`src/rtl/sram_port_arbiter.sv`:
```
// Round-robin arbiter sharing SRAM port 0 between requesters A and B, with an
// optional post-reset pass that writes INIT_VALUE to every word.
module sram_port_arbiter #(
  parameter int                ADDR_W        = 9,
  parameter int                DATA_W        = 32,
  parameter int                MASK_W        = 4,
  parameter bit                INIT_ON_RESET = 1'b1,
  parameter logic [DATA_W-1:0] INIT_VALUE    = '0
) (
  input  logic              clk0,
  input  logic              rst,
  input  logic              a_req,
  input  logic              a_we,
  input  logic [MASK_W-1:0] a_wmask,
  input  logic [ADDR_W-1:0] a_addr,
  input  logic [DATA_W-1:0] a_wdata,
  output logic              a_gnt,
  output logic              a_rvalid,
  output logic [DATA_W-1:0] a_rdata,
  input  logic              b_req,
  input  logic              b_we,
  input  logic [MASK_W-1:0] b_wmask,
  input  logic [ADDR_W-1:0] b_addr,
  input  logic [DATA_W-1:0] b_wdata,
  output logic              b_gnt,
  output logic              b_rvalid,
  output logic [DATA_W-1:0] b_rdata,
  output logic              sram_csb0,
  output logic              sram_web0,
  output logic [MASK_W-1:0] sram_wmask0,
  output logic [ADDR_W-1:0] sram_addr0,
  output logic [DATA_W-1:0] sram_din0,
  input  logic [DATA_W-1:0] sram_dout0,
  output logic              init_done
);

  typedef enum logic {ST_INIT = 1'b0, ST_RUN = 1'b1} state_t;

  state_t            state, state_next;
  logic [ADDR_W-1:0] init_addr, init_addr_next;
  logic              rr_ptr, rr_ptr_next;  // 0 = A has priority, 1 = B
  logic              init_done_next;

  logic              cmd_csb, cmd_web;
  logic [MASK_W-1:0] cmd_wmask;
  logic [ADDR_W-1:0] cmd_addr;
  logic [DATA_W-1:0] cmd_din;

  // Two-stage read tag: stage 0 tracks the command on the pins, stage 1 the
  // cycle in which the SRAM output holds its data.
  logic [1:0]        tag_valid, tag_owner;
  logic              tag_valid_next, tag_owner_next;

  always_comb begin
    state_next     = state;
    init_addr_next = init_addr;
    rr_ptr_next    = rr_ptr;
    init_done_next = init_done;
    a_gnt          = 1'b0;
    b_gnt          = 1'b0;
    cmd_csb        = 1'b1;
    cmd_web        = 1'b1;
    cmd_wmask      = sram_wmask0;
    cmd_addr       = sram_addr0;
    cmd_din        = sram_din0;
    tag_valid_next = 1'b0;
    tag_owner_next = 1'b0;

    case (state)
      ST_INIT: begin
        if (INIT_ON_RESET) begin
          cmd_csb        = 1'b0;
          cmd_web        = 1'b0;
          cmd_wmask      = '1;
          cmd_addr       = init_addr;
          cmd_din        = INIT_VALUE;
          init_addr_next = init_addr + ADDR_W'(1);
          if (init_addr == '1) begin
            state_next     = ST_RUN;
            init_done_next = 1'b1;
          end
        end else begin
          state_next     = ST_RUN;
          init_done_next = 1'b1;
        end
      end
      ST_RUN: begin
        a_gnt = a_req & (~b_req | ~rr_ptr);
        b_gnt = b_req & ~a_gnt;
        if (a_gnt) begin
          cmd_csb        = 1'b0;
          cmd_web        = ~a_we;
          cmd_wmask      = a_we ? a_wmask : '0;
          cmd_addr       = a_addr;
          cmd_din        = a_wdata;
          rr_ptr_next    = 1'b1;
          tag_valid_next = ~a_we;
          tag_owner_next = 1'b0;
        end else if (b_gnt) begin
          cmd_csb        = 1'b0;
          cmd_web        = ~b_we;
          cmd_wmask      = b_we ? b_wmask : '0;
          cmd_addr       = b_addr;
          cmd_din        = b_wdata;
          rr_ptr_next    = 1'b0;
          tag_valid_next = ~b_we;
          tag_owner_next = 1'b1;
        end
      end
      default: state_next = ST_INIT;
    endcase
  end

  always_ff @(posedge clk0 or posedge rst) begin
    if (rst) begin
      state       <= ST_INIT;
      init_addr   <= '0;
      rr_ptr      <= 1'b0;
      init_done   <= 1'b0;
      sram_csb0   <= 1'b1;
      sram_web0   <= 1'b1;
      sram_wmask0 <= '0;
      sram_addr0  <= '0;
      sram_din0   <= '0;
      tag_valid   <= '0;
      tag_owner   <= '0;
    end else begin
      state       <= state_next;
      init_addr   <= init_addr_next;
      rr_ptr      <= rr_ptr_next;
      init_done   <= init_done_next;
      sram_csb0   <= cmd_csb;
      sram_web0   <= cmd_web;
      sram_wmask0 <= cmd_wmask;
      sram_addr0  <= cmd_addr;
      sram_din0   <= cmd_din;
      tag_valid   <= {tag_valid[0], tag_valid_next};
      tag_owner   <= {tag_owner[0], tag_owner_next};
    end
  end

  assign a_rvalid = tag_valid[1] & ~tag_owner[1];
  assign b_rvalid = tag_valid[1] &  tag_owner[1];
  assign a_rdata  = sram_dout0;
  assign b_rdata  = sram_dout0;

endmodule

```
`config.mk`:
```
export PLATFORM = sky130hd
export DESIGN_NAME = sram_port_arbiter
export DESIGN_NICKNAME = d
export VERILOG_FILES = /design/src/rtl/sram_port_arbiter.sv
export SDC_FILE = /design/constraint.sdc
export NUM_CORES = 1
export LEC_CHECK = 0
export CORE_MARGIN = 2
export CORE_UTILIZATION = 36
export CTS_CLUSTER_SIZE = 30
export DETAILED_ROUTE_END_ITERATION = 12
export PLACE_DENSITY_LB_ADDON = 0.1
export SYNTH_ARGS = -nofsm -noshare
export SYNTH_HDL_FRONTEND = slang
export SYNTH_SLANG_ARGS = --single-unit
```
`constraint.sdc`:
```
create_clock -name clk0 -period 2.6 [get_ports clk0]
set_input_delay 0.52 -clock clk0 [delete_from_list [all_inputs] [get_ports clk0]]
set_output_delay 0.52 -clock clk0 [all_outputs]
set_load 0.02 [all_outputs]
```
# Word-level counts from Yosys, hierarchy flattened
# Index checks and enable logic that the tools add are counted.
# W data, S select, Z words.
[word_totals]
register_bits = 63
latchBits = 0
ram_bits = 0
mem_bits_ro = 0
output_inout_bits = 116
wordCells = 58
n_memories = 0
[classes]
n_addsub = 1
mul = 0
div = 0
n_lt_le_gt_ge = 0
eq_ne = 2
shift = 0
muxes = 29
n_bitwise = 12
reduce_logical = 3
[op_table]
columns = ["operator", "count"]
rows = [
  ["$mux W32", 2],
  ["$pmux W32 S2", 1],
  ["$mux W9", 2],
  ["$pmux W9 S2", 1],
  ["$mux W1", 16],
  ["$mux W4", 4],
  ["$add A9 B1 Y9 const B", 1],
  ["$eq A9 B9 Y1 const B", 1],
  ["$pmux W4 S2", 1],
  ["$not A1 Y1", 7],
  ["$and A1 B1 Y1", 4],
  ["$pmux W1 S2", 2],
  ["$reduce_and A2 Y1", 2],
  ["$ne A3 B1 Y1 const B", 1],
  ["$reduce_bool A2 Y1", 1],
  ["$or A1 B1 Y1", 1],
]

# Logic depth before layout (Yosys ltp)
[depth]
word_depth = 8
depth_mapped = 7
ltp_nobuf = 5

# Worst setup path after synthesis
# OpenSTA, ideal clock, no wires.
[synth_timing]
kind = "input port to output port"
startpoint = "input port b_req"
endpoint = "output port a_gnt"
t_arrival_ns = 1.198
slack_ns = 0.882
cell_stages = 4
cell_sequence = "buf_6 a21bo_1 buf_2 nor2_4"
[synth_via]
elab_chain_cells = 4
[synth_lines]
columns = ["element", "line", "source"]
rows = [
  ["start, declared", "20", "input logic b_req,"],
  ["$not A1 Y1", "88", "a_gnt = a_req & (~b_req | ~rr_ptr);"],
  ["$or A1 B1 Y1", "88", ""],
  ["$and A1 B1 Y1", "88", ""],
  ["$mux W1", "69", "case (state)"],
  ["end, declared", "17", "output logic a_gnt,"],
]
# No other way between the ends.

# Worst setup path in the final report
[layout_timing]
startpoint = "input port a_req"
endpoint = "output port b_gnt"
[layout_via]
elab_chain_cells = 4
[layout_lines]
columns = ["element", "line", "source"]
rows = [
  ["start, declared", "12", "input logic a_req,"],
  ["$and A1 B1 Y1", "88", ""],
  ["$not A1 Y1", "89", "b_gnt = b_req & ~a_gnt;"],
  ["$and A1 B1 Y1", "89", ""],
  ["$mux W1", "69", ""],
  ["end, declared", "25", "output logic b_gnt,"],
]
# No other way between the ends.

==> run summary <==
The relative area change from synthesis to final layout is 34.8%. Hold is met by 0.353 ns. The run finished with clean final reports. The final clock period utilization by the worst path came out at 95.7%. By startpoint and endpoint, the worst setup path is classified as primary input to primary output. The synthesized instance count is 337.

The via count of the first global-routing pass came out at 2,775. The launch point of the worst reg-to-reg path is rr_ptr$_DFFE_PP0P_. The number of ports placed on the die boundary came out at 244. The residual DRC count came out at 0. The power density over the cells is 405 nW/um^2. The part of the Yosys area used for sequential elements is a little over two fifths. The number of warnings issued by yosys came out at 0. By area the synthesized netlist is led by sky130_fd_sc_hd__dfrtp_1 (42%), sky130_fd_sc_hd__buf_4 (14%), sky130_fd_sc_hd__a211oi_2 (10%). In the final layout, the multi-input gates occupy 1430 sq um. The portion of synthesized cell area occupied by the leading cell type is about two fifths. The total wire length after detailed routing is 9.02 mm.

The maximum operating frequency is 402 MHz. The CTS root buffer is sky130_fd_sc_hd__clkbuf_8. The most used flip-flop cell after synthesis is sky130_fd_sc_hd__dfrtp_1. The core region is 9820 sq um. The number of nets with antenna violations after detailed routing is 0. The global placer's final weighted congestion came out at 0.757. The length of the first detailed-routing pass in iterations is 4. The post-route netlist has 14.5% of its cells at a drive strength greater than 1. The number of hold violations in the final report came out at 0. The final worst clock skew is 0.0105 ns.

The startpoint identified for the worst hold timing path is tag_owner[0]$_DFF_PP0_. The data arrival time of the critical path is 1.97 ns. The largest fanout on the critical path came out at 4. Across the whole layout, storage elements account for 1580 sq um. The clock period minus final worst setup slack came out at approximately 2.5 ns. Global routing used 16.6% of the available tracks. The register-to-register setup slack came out at 0.90 ns. STA classifies the critical path endpoint as a primary output. The count of unique library cells instantiated by Yosys came out at 40.

After routing the design area is roughly 5000 sq um. The quantity of hold-fixing buffers added after cts is 0. The effective utilization at floorplan is 37.1%. In this run the cell area of the synthesized design comes to ~3600 sq um. The count of filler cells inserted in the layout is 946. The total clock buffers created by CTS is 9. The placed instance area is 4750 sq um.

The number of flops mapped to enable cells by yosys came out at 0. The final layout contains around 550 nets. The number of pins exceeding their max-slew limit in the final report came to 0. The number of antenna violations at the first check in global routing is 0. The synthesized flop and latch total is 63. The post-synthesis net count came out at 467. For hold timing, the worst endpoint is tag_owner[1]$_DFF_PP0_. The number of vias per cell after detailed routing came out at 4.77. The worst reg2reg path depth is 4. The maximum number of pins on one net before global-route repair is between 70 and 80.

The async set or reset register ratio after synthesis came out at between 90% and 100%. Cells fill about 50% of the core in the end. The die covers roughly 11,000 sq um. For this design the static power due to leakage is just over 2 nW. The initial detailed-routing violation count is 75.

For the pin with the worst max-slew slack, the measured transition is 0.861 ns. The worst setup path is launched from a primary input. After clock tree synthesis, the clock-pin slew on the worst setup and hold paths is 0.06 ns. The overall via count from detail_route is 2,649. The total of endpoints with negative setup slack in the final report is 0. The global-route wire length before repair came out at 14.5 mm. The post-CTS repair timing setup buffer count came out at 0. The count of buffers inserted at the top-level ports came out at 147.

The detailed-route wire length per cell is 16.2 um. The headroom to the max-slew limit came out at 42.6%. Ranked by instance count, the synthesized netlist is headed by sky130_fd_sc_hd__buf_4 (67), sky130_fd_sc_hd__dfrtp_1 (61), sky130_fd_sc_hd__nor2_1 (35), sky130_fd_sc_hd__mux2i_1 (32), sky130_fd_sc_hd__a211oi_2 (30). The worst endpoint required time came out at 2.08 ns. TritonCTS built the clock tree. The wire-length estimate of the detail-placed layout is 6.24 mm. In this design, the stage delay of the slowest critical-path cell is 0.53 ns. The H-tree was split into 3 levels. The endpoint of the most critical register-to-register path is sram_din0[9]$_DFFE_PP0P_. The slowest stage of the critical path is the sky130_fd_sc_hd__clkdlybuf4s50_1 cell. Along the worst hold path, the cell count comes to 0. Setup repair after global routing left no endpoint under its margin. The total power draw is 0.00199 W.

The insertion delay of the later-clocked pin in the worst-skew pair came out at between 0.3 and 0.4 ns. The clock sink total is 63. After floorplanning, the core was divided into 36 placement rows.

The die extent in y is between 100 and 150 um. The buffer levels on the longest clock path is 2. Summed over all layers, the global routing overflow is 0. The sum of negative setup slack is 0 ns. The average footprint of a synthesized cell is 10.8 sq um. In the post-synthesis netlist, the cell with the most instances is sky130_fd_sc_hd__buf_4.

The synthesized design spends more area on one cell type than any other, namely sky130_fd_sc_hd__dfrtp_1. The die boundary width is between 100 and 150 um. Traced cell by cell, the critical path runs through clkdlybuf4s50_1, or2b_1, and2_1, clkdlybuf4s50_1. The antenna diode count is 0. The worst hold-check path type is flop to flop.

Counting stages on the worst path, the most repeated cell is sky130_fd_sc_hd__clkdlybuf4s50_1. IR analysis of the VDD net gives a maximum drop of 0.187 mV. The max capacitance violation total came out at 0. The post-CTS resize count came out at 0.
==> metrics by stage <==
step | cells | worst slack, ns
floorplan | 337 | 0.514
global placement | 541 | 0.103
detailed placement | 541 | 0.119
CTS | 555 | 0.104
global route | 555 | 0.0531
finish | 555 | 0.113
==> flip-flops by register name, summed over array words and instances, names as in the netlist <==
signal / cells
init_addr: 9
tag_owner: 2
sram_din0: 32
sram_wmask0: 4
rr_ptr: 1
state: 1
sram_csb0: 1
tag_valid: 2
sram_addr0: 9
sram_web0: 1
init_done: 1
==> worst max-delay path: cells and delay by family <==
family | cells | cell delay [ns]
AND/OR/NAND/NOR | 2 | 0.41
buffers and inverters | 2 | 1.03
==> placed cells by master (no fill, tap or decap), types with 5 or more instances in the layout <==
master and count:
sky130_fd_sc_hd__mux2i_1 32, sky130_fd_sc_hd__a221o_1 8, sky130_fd_sc_hd__clkbuf_8 11, sky130_fd_sc_hd__xnor2_1 7, sky130_fd_sc_hd__inv_1 5, sky130_fd_sc_hd__buf_4 8, sky130_fd_sc_hd__nor2_1 35, sky130_fd_sc_hd__o22ai_1 6
sky130_fd_sc_hd__clkdlybuf4s50_1 146, sky130_fd_sc_hd__a211oi_2 30, sky130_fd_sc_hd__dfrtp_1 61, sky130_fd_sc_hd__nand2_1 14
==> metal layers <==
| metal | part of all wire (%) | up-vias | track usage, % |
|---|---|---|---|
| met2 | 47 | 102 | 26.3 |
| met3 | 6.8 | 33 | 3.68 |
| met5 | 0 | - | 0 |
| li1 | - | 1273 | - |
| met1 | 44 | 1241 | 21.7 |
| met4 | 2.7 | 0 | 7.62 |
==> power breakdown <==
group	internal [W]	switching [W]	leakage, nW
Combinational	0.000163	0.000105	1.12
Clock	0.000387	0.000356	0.0854
Sequential	0.000980	0	0.828
==> worst max path at each step <==
| stage | slack [ns] | startpoint | end |
|---|---|---|---|
| CTS | 0.10 | a_req | b_gnt |
| floorplan | 0.51 | rst | init_addr[0]$_DFFE_PP0N_ |
| detailed placement | 0.12 | a_req | b_gnt |
| global route | 0.05 | a_req | b_gnt |
| finish | 0.11 | a_req | b_gnt |
| global placement | 0.10 | a_req | b_gnt |
==> cells by family after synthesis <==
| family | after synthesis | share of synthesized area (%) |
|---|---|---|
| AO/OA/AOI/OAI | 63 | 17.6 |
| XOR/XNOR | 7 | 1.68 |
| adder cells (fa/ha/maj) | 2 | 0.686 |
| buffers and inverters | 94 | 17.8 |
| flip-flops | 63 | 43.3 |
| multiplexers | 34 | 9.40 |
| AND/OR/NAND/NOR | 74 | 9.54 |
==> final cells by class <==
type                    instances  area share, %
clock buffers                  13           3.23
clock inverters                 1          0.102
inverters                       9          0.687
multi-input cells             180           29.0
flip-flops and latches         63           32.1
well taps                     133           3.39
repair buffers                156           31.5
Note: power is estimated with default switching activity, not from simulation.
